===== src/rtl/alu_arbiter.sv =====
// rtl/alu_arbiter.sv - two-requester round-robin front end for a shared registered ALU
module alu_arbiter #(
    parameter int XLEN = 32
) (
    input  logic              clk,
    input  logic              rst,
    input  logic [1:0]        req_valid,
    output logic [1:0]        req_ready,
    input  logic [5:0]        req_funct3,
    input  logic [13:0]       req_funct7,
    input  logic [9:0]        req_index,
    input  logic [2*XLEN-1:0] req_value1,
    input  logic [2*XLEN-1:0] req_value2,
    output logic [1:0]        resp_valid,
    input  logic [1:0]        resp_ready,
    output logic [XLEN-1:0]   resp_data,
    output logic [2:0]        alu_funct3,
    output logic [6:0]        alu_funct7,
    output logic [4:0]        alu_index,
    output logic [XLEN-1:0]   alu_value1,
    output logic [XLEN-1:0]   alu_value2,
    input  logic [XLEN-1:0]   alu_out,
    output logic              busy
);

    localparam logic [1:0] IDLE = 2'd0;
    localparam logic [1:0] EXEC = 2'd1;
    localparam logic [1:0] DONE = 2'd2;

    logic [1:0]      state;
    logic            last_grant;
    logic            cur_grant;
    logic            sel;
    logic            accept;
    logic            resp_fire;
    logic [2:0]      op_funct3;
    logic [6:0]      op_funct7;
    logic [4:0]      op_index;
    logic [XLEN-1:0] op_value1;
    logic [XLEN-1:0] op_value2;

    // Pick the requester to serve: a lone requester wins, a tie goes to the one not served last.
    always_comb begin
        sel = 1'b0;
        case (req_valid)
            2'b01:   sel = 1'b0;
            2'b10:   sel = 1'b1;
            2'b11:   sel = ~last_grant;
            default: sel = 1'b0;
        endcase
    end

    assign accept    = !rst && (state == IDLE) && (req_valid != 2'b00);
    assign resp_fire = !rst && (state == DONE) && resp_ready[cur_grant];

    // Handshake outputs; everything is forced quiet while reset is asserted.
    always_comb begin
        req_ready  = 2'b00;
        resp_valid = 2'b00;
        resp_data  = '0;
        if (accept) begin
            req_ready[sel] = 1'b1;
        end
        if (!rst && (state == DONE)) begin
            resp_valid[cur_grant] = 1'b1;
            resp_data             = alu_out;
        end
    end

    assign busy = !rst && (state != IDLE);

    // FSM, grant bookkeeping and operand capture; operands stay frozen until the next acceptance.
    always_ff @(posedge clk) begin
        if (rst) begin
            state      <= IDLE;
            last_grant <= 1'b1;
            cur_grant  <= 1'b0;
            op_funct3  <= '0;
            op_funct7  <= '0;
            op_index   <= '0;
            op_value1  <= '0;
            op_value2  <= '0;
        end else begin
            case (state)
                IDLE: begin
                    if (accept) begin
                        cur_grant <= sel;
                        op_funct3 <= sel ? req_funct3[5:3] : req_funct3[2:0];
                        op_funct7 <= sel ? req_funct7[13:7] : req_funct7[6:0];
                        op_index  <= sel ? req_index[9:5] : req_index[4:0];
                        op_value1 <= sel ? req_value1[2*XLEN-1:XLEN] : req_value1[XLEN-1:0];
                        op_value2 <= sel ? req_value2[2*XLEN-1:XLEN] : req_value2[XLEN-1:0];
                        state     <= EXEC;
                    end
                end
                EXEC: begin
                    state <= DONE;
                end
                DONE: begin
                    if (resp_fire) begin
                        last_grant <= cur_grant;
                        state      <= IDLE;
                    end
                end
                default: begin
                    state <= IDLE;
                end
            endcase
        end
    end

    assign alu_funct3 = op_funct3;
    assign alu_funct7 = op_funct7;
    assign alu_index  = op_index;
    assign alu_value1 = op_value1;
    assign alu_value2 = op_value2;

endmodule


===== config.mk =====
export PLATFORM = sky130hd
export DESIGN_NAME = alu_arbiter
export DESIGN_NICKNAME = d
export VERILOG_FILES = /design/src/rtl/alu_arbiter.sv
export SDC_FILE = /design/constraint.sdc
export NUM_CORES = 1
export LEC_CHECK = 0
export CAP_MARGIN = 20
export CORE_AREA = 4 4 120 122
export CTS_CLUSTER_SIZE = 40
export DETAILED_ROUTE_END_ITERATION = 10
export DIE_AREA = 0 0 124 126
export GPL_TIMING_DRIVEN = 0
export PLACE_DENSITY = 0.72
export SETUP_SLACK_MARGIN = 0.4
export SYNTH_ARGS = -nofsm -noshare
export SYNTH_HDL_FRONTEND = slang
export SYNTH_SLANG_ARGS = --single-unit

===== constraint.sdc =====
create_clock -name clk -period 2.8 [get_ports clk]
set_input_delay 0.84 -clock clk [delete_from_list [all_inputs] [get_ports clk]]
set_output_delay 0.84 -clock clk [all_outputs]
set_load 0.005 [all_outputs]

==> impl_results.md, run 1 <==
- Vias per cell: 5.048
- Syn Nets: a little over 600
- Lkg Pwr: about 3.2 nW
- Vias in the first global route: 4890
- Worst Path Class, Setup: in2out
- Mean Syn Cell Area: approximately 9 um^2
- Nets: 960
- # DRC: 0
- Hold path startpoint: alu_value2[13]$_SDFFE_PP0P_
- Gpl congestion: roughly 0.84
- Row cnt: 42
- Max Slew Vio Count: 0
- Skew-Pair Late Insertion Delay: about 340 ps
- Critical Path RT: between 1500 and 2000 ps
- Num Clock Sinks: 83
- Routed WL: 17900 um
- FF/Latch Area: approximately 1700 um^2
- Cell area after synthesis: ~3800 um^2
- Setup TNS: 0 ps
- Die area: around 16000 um^2
- Met3 Use GR: 6.637%
- Layout fillers: 1124
- Antenna Nets Post-Route: 0
- Final setup vio count: 0
- Top post-synthesis cells by count: dfxtp_1 (83), nand2_1 (81), nor3_1 (81)
- 1st-iter DRT viols: 222
- Post-synth EDFFs: 0
- First-pass GRT wire length: about 26000 um
- CTS tree: built
- Gr busiest metal: met2
- Worst-margin pin slew: around 470 ps
- GRT Total Usage: between 20% and 30%
- DR WL/cell: between 15 and 20 um
- Initial Util: 29.13%
- Hold Path Class: reg2reg
- Final hold slack: roughly 490 ps
- Num ports: approximately 310
- Async SR Flop Fraction: 0%
- Die span in x: 124 um
- CTS buffer count: 9
- Clk slew on worst S/H paths: about 60 ps
- Reg-to-Reg Start: state[1]$_SDFFE_PP0P_
- Clock buffer depth: 2
- Worst Setup Start Kind: input pin
- Number of buffers added on ports: 309
- Fin crit share: around 94%
- Fin util: between 50% and 60%
- Max Clock Freq: about 0.38 GHz
- Peak VDD IR: roughly 0.27 mV
- Drt first pass iters: 4
- Clock Tree Root: clkbuf_16
- Area of the multi-input gates: ~2000 um^2
- Post-synth top area share: between 40% and 50%
- RSZ-0062 raised after global routing: yes
- Clock skew: between 6 and 7 ps
- Inserted Diodes: 0
- Largest net degree at the start of global routing: 13
- Synth top area cells: dfxtp_1 (43%), a221o_1 (15%), nor3_1 (11%)
- Final Hold Viols: 0
- Most frequent cell after synthesis: dfxtp_1
- Crit path DAT: roughly 1800 ps
- Share of layout cells above drive strength 1: a little over a fifth
- Synth Register Bits: 83
- Power per Cell Area: 456.8 nW/um^2
- Total power: between 0.003 and 0.004 W
- Congestion Overflow GR: 0
- Initial antenna violation count: 0
- Crit. End Element: output port
- Synth unique cells: 26
- Post-synthesis cell count: around 430
- Setup ws final: 158.2 ps
- Largest fanout on the critical path: 6
- Sequential-to-total area share from yosys stat: a little over two fifths
- H-tree Lvls: 3
- Main flop type after synthesis: dfxtp_1
- GR Layer Usage met2: between 30% and 40%
- Minimum clock period: 2642 ps
- Worst slack, placed: -760.2 ps
- Most area-hungry cell type in the Yosys netlist: dfxtp_1
- Core ar.: 13190 um^2
- Synth warnings: 0
- Max-slew headroom: roughly 70%
- DPL Wire Length: roughly 13000 um
- Die Y: between 100 and 150 um
- Worst Setup SP: rst
- MaxCap Viol Count: 0
- Met1 usage: a little under a quarter
- Status: complete, no violations
- DR vias: about 4800
- Layout area overhead: 106.0%
-- cell families after synthesis --
group | count (synthesis) | synth area share, %
flip-flops | 83 | 43.24
AND/OR/NAND/NOR | 206 | 25.46
AO/OA/AOI/OAI | 86 | 22.47
buffers and inverters | 50 | 8.825
-- placed cells by master, fill, tap and decap left out, types with 3 or more instances in the layout --
cell and instances:
clkdlybuf4s50_1 270, nand2_1 81, dfxtp_1 81, nor3_1 80, a221o_1 59, buf_6 48, and2_4 32, a221o_2 20
buf_2 14, buf_8 11, clkbuf_1 9, clkbuf_16 9, clkbuf_8 7, buf_4 7, buf_1 4, dlygate4sd2_1 4
buf_12 3
-- timing repair --
action                                  in CTS  in global routing
gates cloned                                 4                  0
endpoints found under the hold margin        0                  0
pin swaps                                   24                 10
endpoints found under the setup margin      37                 35
gates resized for setup                    219                 36
hold buffers                                 0                  0
buffers inserted                            12                  3
-- layout make-up --
class / instances / area share, %
Timing Repair Buffer: 328 / 42.36
Multi-Input combinational cell: 292 / 24.66
Sequential cell: 83 / 21.03
Buffer: 48 / 5.265
Clock buffer: 12 / 3.368
Tap cell: 176 / 2.783
Clock inverter: 2 / 0.4427
Inverter: 2 / 0.09486
-- through the flow --
step / area, um^2 / cells
detailed placement: 7161 / 910
global route: 7914 / 943
CTS: 7759 / 940
global placement: 7161 / 910
floorplan: 3847 / 425
finish: 7914 / 943
-- report_power, final --
group | internal, W | total [W] | leakage (nW) | switching, W
Clock | 0.000752 | 0.00121 | 0.151 | 0.000461
Sequential | 0.00131 | 0.00138 | 0.685 | 0.0000753
Combinational | 0.000672 | 0.00102 | 2.37 | 0.000348
Total | 0.00273 | 0.00362 | 3.21 | 0.000885
-- registers in the layout, summed over array words and instances, names as in the netlist --
name	count
alu_funct7	7
state	2
alu_value2	32
alu_value1	32
cur_grant	1
alu_index	5
alu_funct3	3
last_grant	1
-- worst max-delay path: stages --
cell and delay [ps]:
buf_12 110, or3_4 330, buf_8 130, buf_8 110, nor3b_2 140, buf_2 140
-- layer usage --
layer	up-vias	wire length, um
li1	2249	-
met1	2242	6475
met2	240	9300
met3	29	1698
met4	0	423
met5	-	0
-- path summary, 6_finish.rpt --
kind	depth (start not counted)	end	slack [ps]
min	1	alu_value2[13]$_SDFFE_PP0P_	490
max reg2reg	6	alu_index[1]$_SDFFE_PP0P_	1060
min reg2reg	1	alu_value2[13]$_SDFFE_PP0P_	490
max	6	req_ready[0]	160
No activity file was read; power rests on OpenSTA's default activity.
==> run 2, diff against run 1 <==
--- a/config.mk
+++ b/config.mk
@@ -6,12 +6,12 @@
 export NUM_CORES = 1
 export LEC_CHECK = 0
 export CAP_MARGIN = 20
-export CORE_AREA = 4 4 120 122
+export CORE_MARGIN = 4
+export CORE_UTILIZATION = 30
 export CTS_CLUSTER_SIZE = 40
 export DETAILED_ROUTE_END_ITERATION = 10
-export DIE_AREA = 0 0 124 126
 export GPL_TIMING_DRIVEN = 0
-export PLACE_DENSITY = 0.72
+export PLACE_DENSITY = 0.78
 export SETUP_SLACK_MARGIN = 0.4
 export SYNTH_ARGS = -nofsm -noshare
 export SYNTH_HDL_FRONTEND = slang
==> constraint.sdc (replaced) <==
create_clock -name clk -period 2.37 [get_ports clk]
set_input_delay 0.711 -clock clk [delete_from_list [all_inputs] [get_ports clk]]
set_output_delay 0.711 -clock clk [all_outputs]
set_load 0.005 [all_outputs]
==> run 2 against run 1 <==
  * Global-route usage rose by 1.5 points
  * Highest routed layer unchanged
  * The flow now finishes with violations (setup timing)
  * Core utilization rose by 3.7 points
  * Largest power group unchanged
  * Cell area rose by 1.2%
  * Clock skew fell by 2.0 ps
  * Final cell count rose by 0.42%
  * Largest cell class unchanged
==> impl_results.md, run 2 (synthesis results as in run 1) <==
- Slowest stage cell on the critical path: or3_4 (unchanged)
- Power per Cell Area: 526.5 nW/um^2 (was 456.8 nW/um^2)
- Hold path startpoint: alu_funct3[2]$_SDFFE_PP0P_ (was alu_value2[13]$_SDFFE_PP0P_)
- Clock buffer depth: 2 (unchanged)
- Buf/Inv on CP: 4 (unchanged)
- CTS tree: built (unchanged)
- Initial Util: 30.57% (was 29.13%)
- Minimum clock period: between 2000 and 2500 ps
- Crit. End Element: output port (unchanged)
- Number of buffers added on ports: 309 (unchanged)
- RSZ-0062 raised after global routing: yes (unchanged)
- Worst Setup Start Kind: input pin (unchanged)
- Layout fillers: 1035 (was 1124)
- Setup TNS: -23.06 ps (was 0 ps)
- FF/Latch Area: 1672 um^2 (was 1664 um^2)
- Clock skew: 4.496 ps (was 6.516 ps)
- Largest fanout on the critical path: 5 (was 6)
- Lkg Pwr: 3.277 nW (was 3.206 nW)
- Peak VDD IR: 0.3946 mV (was 0.2750 mV)
- Crit path DAT: 1680 ps (was 1800 ps)
- Final hold slack: 488.0 ps (was 489.1 ps)
- Skew-Pair Late Insertion Delay: 340 ps (about the same)
- # DRC: 0 (unchanged)
- Die area: 14680 um^2 (was 15620 um^2)
- Failing checks: setup timing
- H-tree Lvls: 3 (unchanged)
- Worst R2R End: alu_value1[28]$_SDFFE_PP0P_ (was alu_index[1]$_SDFFE_PP0P_)
- Hold Path Sink: alu_funct3[2]$_SDFFE_PP0P_ (was alu_value2[13]$_SDFFE_PP0P_)
- Non-filler cells, final: 947 (was 943)
- MaxCap Viol Count: 0 (unchanged)
- Drt first pass iters: 5 (was 4)
- First-pass GRT wire length: 26400 um (was 26000 um)
- Share of layout cells above drive strength 1: 23.61% (was 21.25%)
- Placed instance count: 906 (was 910)
- Die span in x: 121.2 um (was 124 um)
- CP delay by family, top: buffers and inverters (unchanged)
- Setup ws final: -23.06 ps (was 158.2 ps)
- Hold Path Class: reg2reg (unchanged)
- Max Clock Freq: 0.4179 GHz
- Largest net degree at the start of global routing: 14 (was 13)
- Antenna Nets Post-Route: 0 (unchanged)
- Nets: 967 (was 960)
- Clk slew on worst S/H paths: 60 ps (about the same)
- Gpl congestion: 0.9190 (was 0.8360)
- DR vias: 4759 (was 4760)
- 1st-iter DRT viols: 272 (was 222)
- Crit path cell chain: buf_12 > or3_4 > buf_6 > buf_8 > nor3b_2 > buf_2 (was buf_12 > or3_4 > buf_8 > buf_8 > nor3b_2 > buf_2)
- Worst Path Class, Setup: in2out (unchanged)
- Row cnt: 41 (was 42)
- Critical Path RT: 1660 ps (was 1960 ps)
- GRT Total Usage: 22.88% (was 21.36%)
- Num Clock Sinks: 83 (unchanged)
- Layout area overhead: 108.4% (was 106.0%)
- Reg-to-Reg Start: state[1]$_SDFFE_PP0P_ (unchanged)
- Max Slew Vio Count: 0 (unchanged)
- Fin crit share: 101.0%
- DPL Wire Length: 12600 um (was 13160 um)
- Most frequent cells in the layout: clkdlybuf4s50_1 (267), nand2_1 (81), nor3_1 (79), dfxtp_1 (79), a221o_1 (59) (was clkdlybuf4s50_1 (270), nand2_1 (81), dfxtp_1 (81))
- Fin util: 63.71% (was 60.00%)
- Worst R2R Path Depth: 6 (unchanged)
- Slowest cell delay on critical path: 320 ps (was 330 ps)
- Most common cell after layout, fill and taps aside: clkdlybuf4s50_1 (unchanged)
- Vias in the first global route: 4882 (was 4890)
- Status: complete, but fails checks (was complete, no violations)
- Inserted Diodes: 0 (unchanged)
- Cts hold-fix bufs: 0 (unchanged)
- Congestion Overflow GR: 0 (unchanged)
- DR WL/cell: 18.51 um (was 18.98 um)
- WHS Path Cells: 1 (unchanged)
- Vias per cell: 5.025 (was 5.048)
- Initial antenna violation count: 0 (unchanged)
- Clock Tree Root: clkbuf_16 (unchanged)
- Routed WL: 17530 um (was 17900 um)
- R2R Setup Slk: 680 ps (was 1060 ps)
- Num ports: 312 (unchanged)
- CTS buffer count: 9 (unchanged)
- Max-slew headroom: 64.73% (was 68.47%)
- Final setup vio count: 1 (was 0)
- Final Hold Viols: 0 (unchanged)
- Core ar.: 12570 um^2 (was 13190 um^2)
- Die Y: 121.2 um (was 126 um)
- Area of the multi-input gates: 1983 um^2 (was 1952 um^2)
- Worst-margin pin slew: 529.0 ps (was 472.9 ps)
[run 2: cell types whose count changed in the layout (fill, tap and decap cells not counted), moves of 3 or more]
cell / delta
buf_6: +8
clkinv_2: +3
clkbuf_8: -3
clkdlybuf4s50_1: -3
[run 2: layout make-up]
type                            count  area share [%]
Buffer                             48           5.125
Clock buffer                        9           2.813
Clock inverter                      6          0.7188
Inverter                            2         0.09375
Multi-Input combinational cell    292           24.77
Sequential cell                    83           20.87
Tap cell                          172           2.687
Timing Repair Buffer              335           42.92
[run 2: worst max-delay path by stage]
stage	depth (start not counted)	end	from	slack, ps
2_1_floorplan	5	req_ready[0]	rst	90
4_1_cts	6	req_ready[0]	rst	-80
5_1_grt	6	req_ready[0]	rst	-50
3_5_place_dp	6	req_ready[0]	req_valid[1]	-940
3_3_place_gp	6	req_ready[0]	req_valid[1]	-900
6_report	6	req_ready[0]	rst	-20
[run 2: through the flow]
stage | instance area (um^2) | setup slack [ps] | power (W)
2_1_floorplan | 3864 | 85.98 | 0.002035
3_3_place_gp | 7172 | -903.5 | 0.002758
3_5_place_dp | 7172 | -938.1 | 0.002775
4_1_cts | 7866 | -82.59 | 0.004219
5_1_grt | 8008 | -48.12 | 0.004398
6_report | 8008 | -23.06 | 0.004216
[run 2: power breakdown]
part | total [W] | switching [W] | internal, W | leakage (nW)
sequential | 0.00163 | 0.0000894 | 0.00154 | 0.686
clock | 0.00136 | 0.000563 | 0.000802 | 0.141
combinational | 0.00122 | 0.000413 | 0.000806 | 2.45
total | 0.00422 | 0.00107 | 0.00315 | 3.28
[run 2: routing by layer]
metal  GRT usage (%)  wire (um)  up-vias
li1                -          -     2272
met1           26.77       6789     2245
met2           39.39       8879      215
met3           7.879       1543       27
met4           7.073        318        0
met5               0          0        -
[run 2: what timing repair did]
| action | CTS | global route |
|---|---|---|
| pin swaps | 28 | 10 |
| cloned | 4 | 0 |
| resized for setup | 242 | 35 |
| endpoints found under the setup margin | 120 | 81 |
| setup buffers | 19 | 3 |
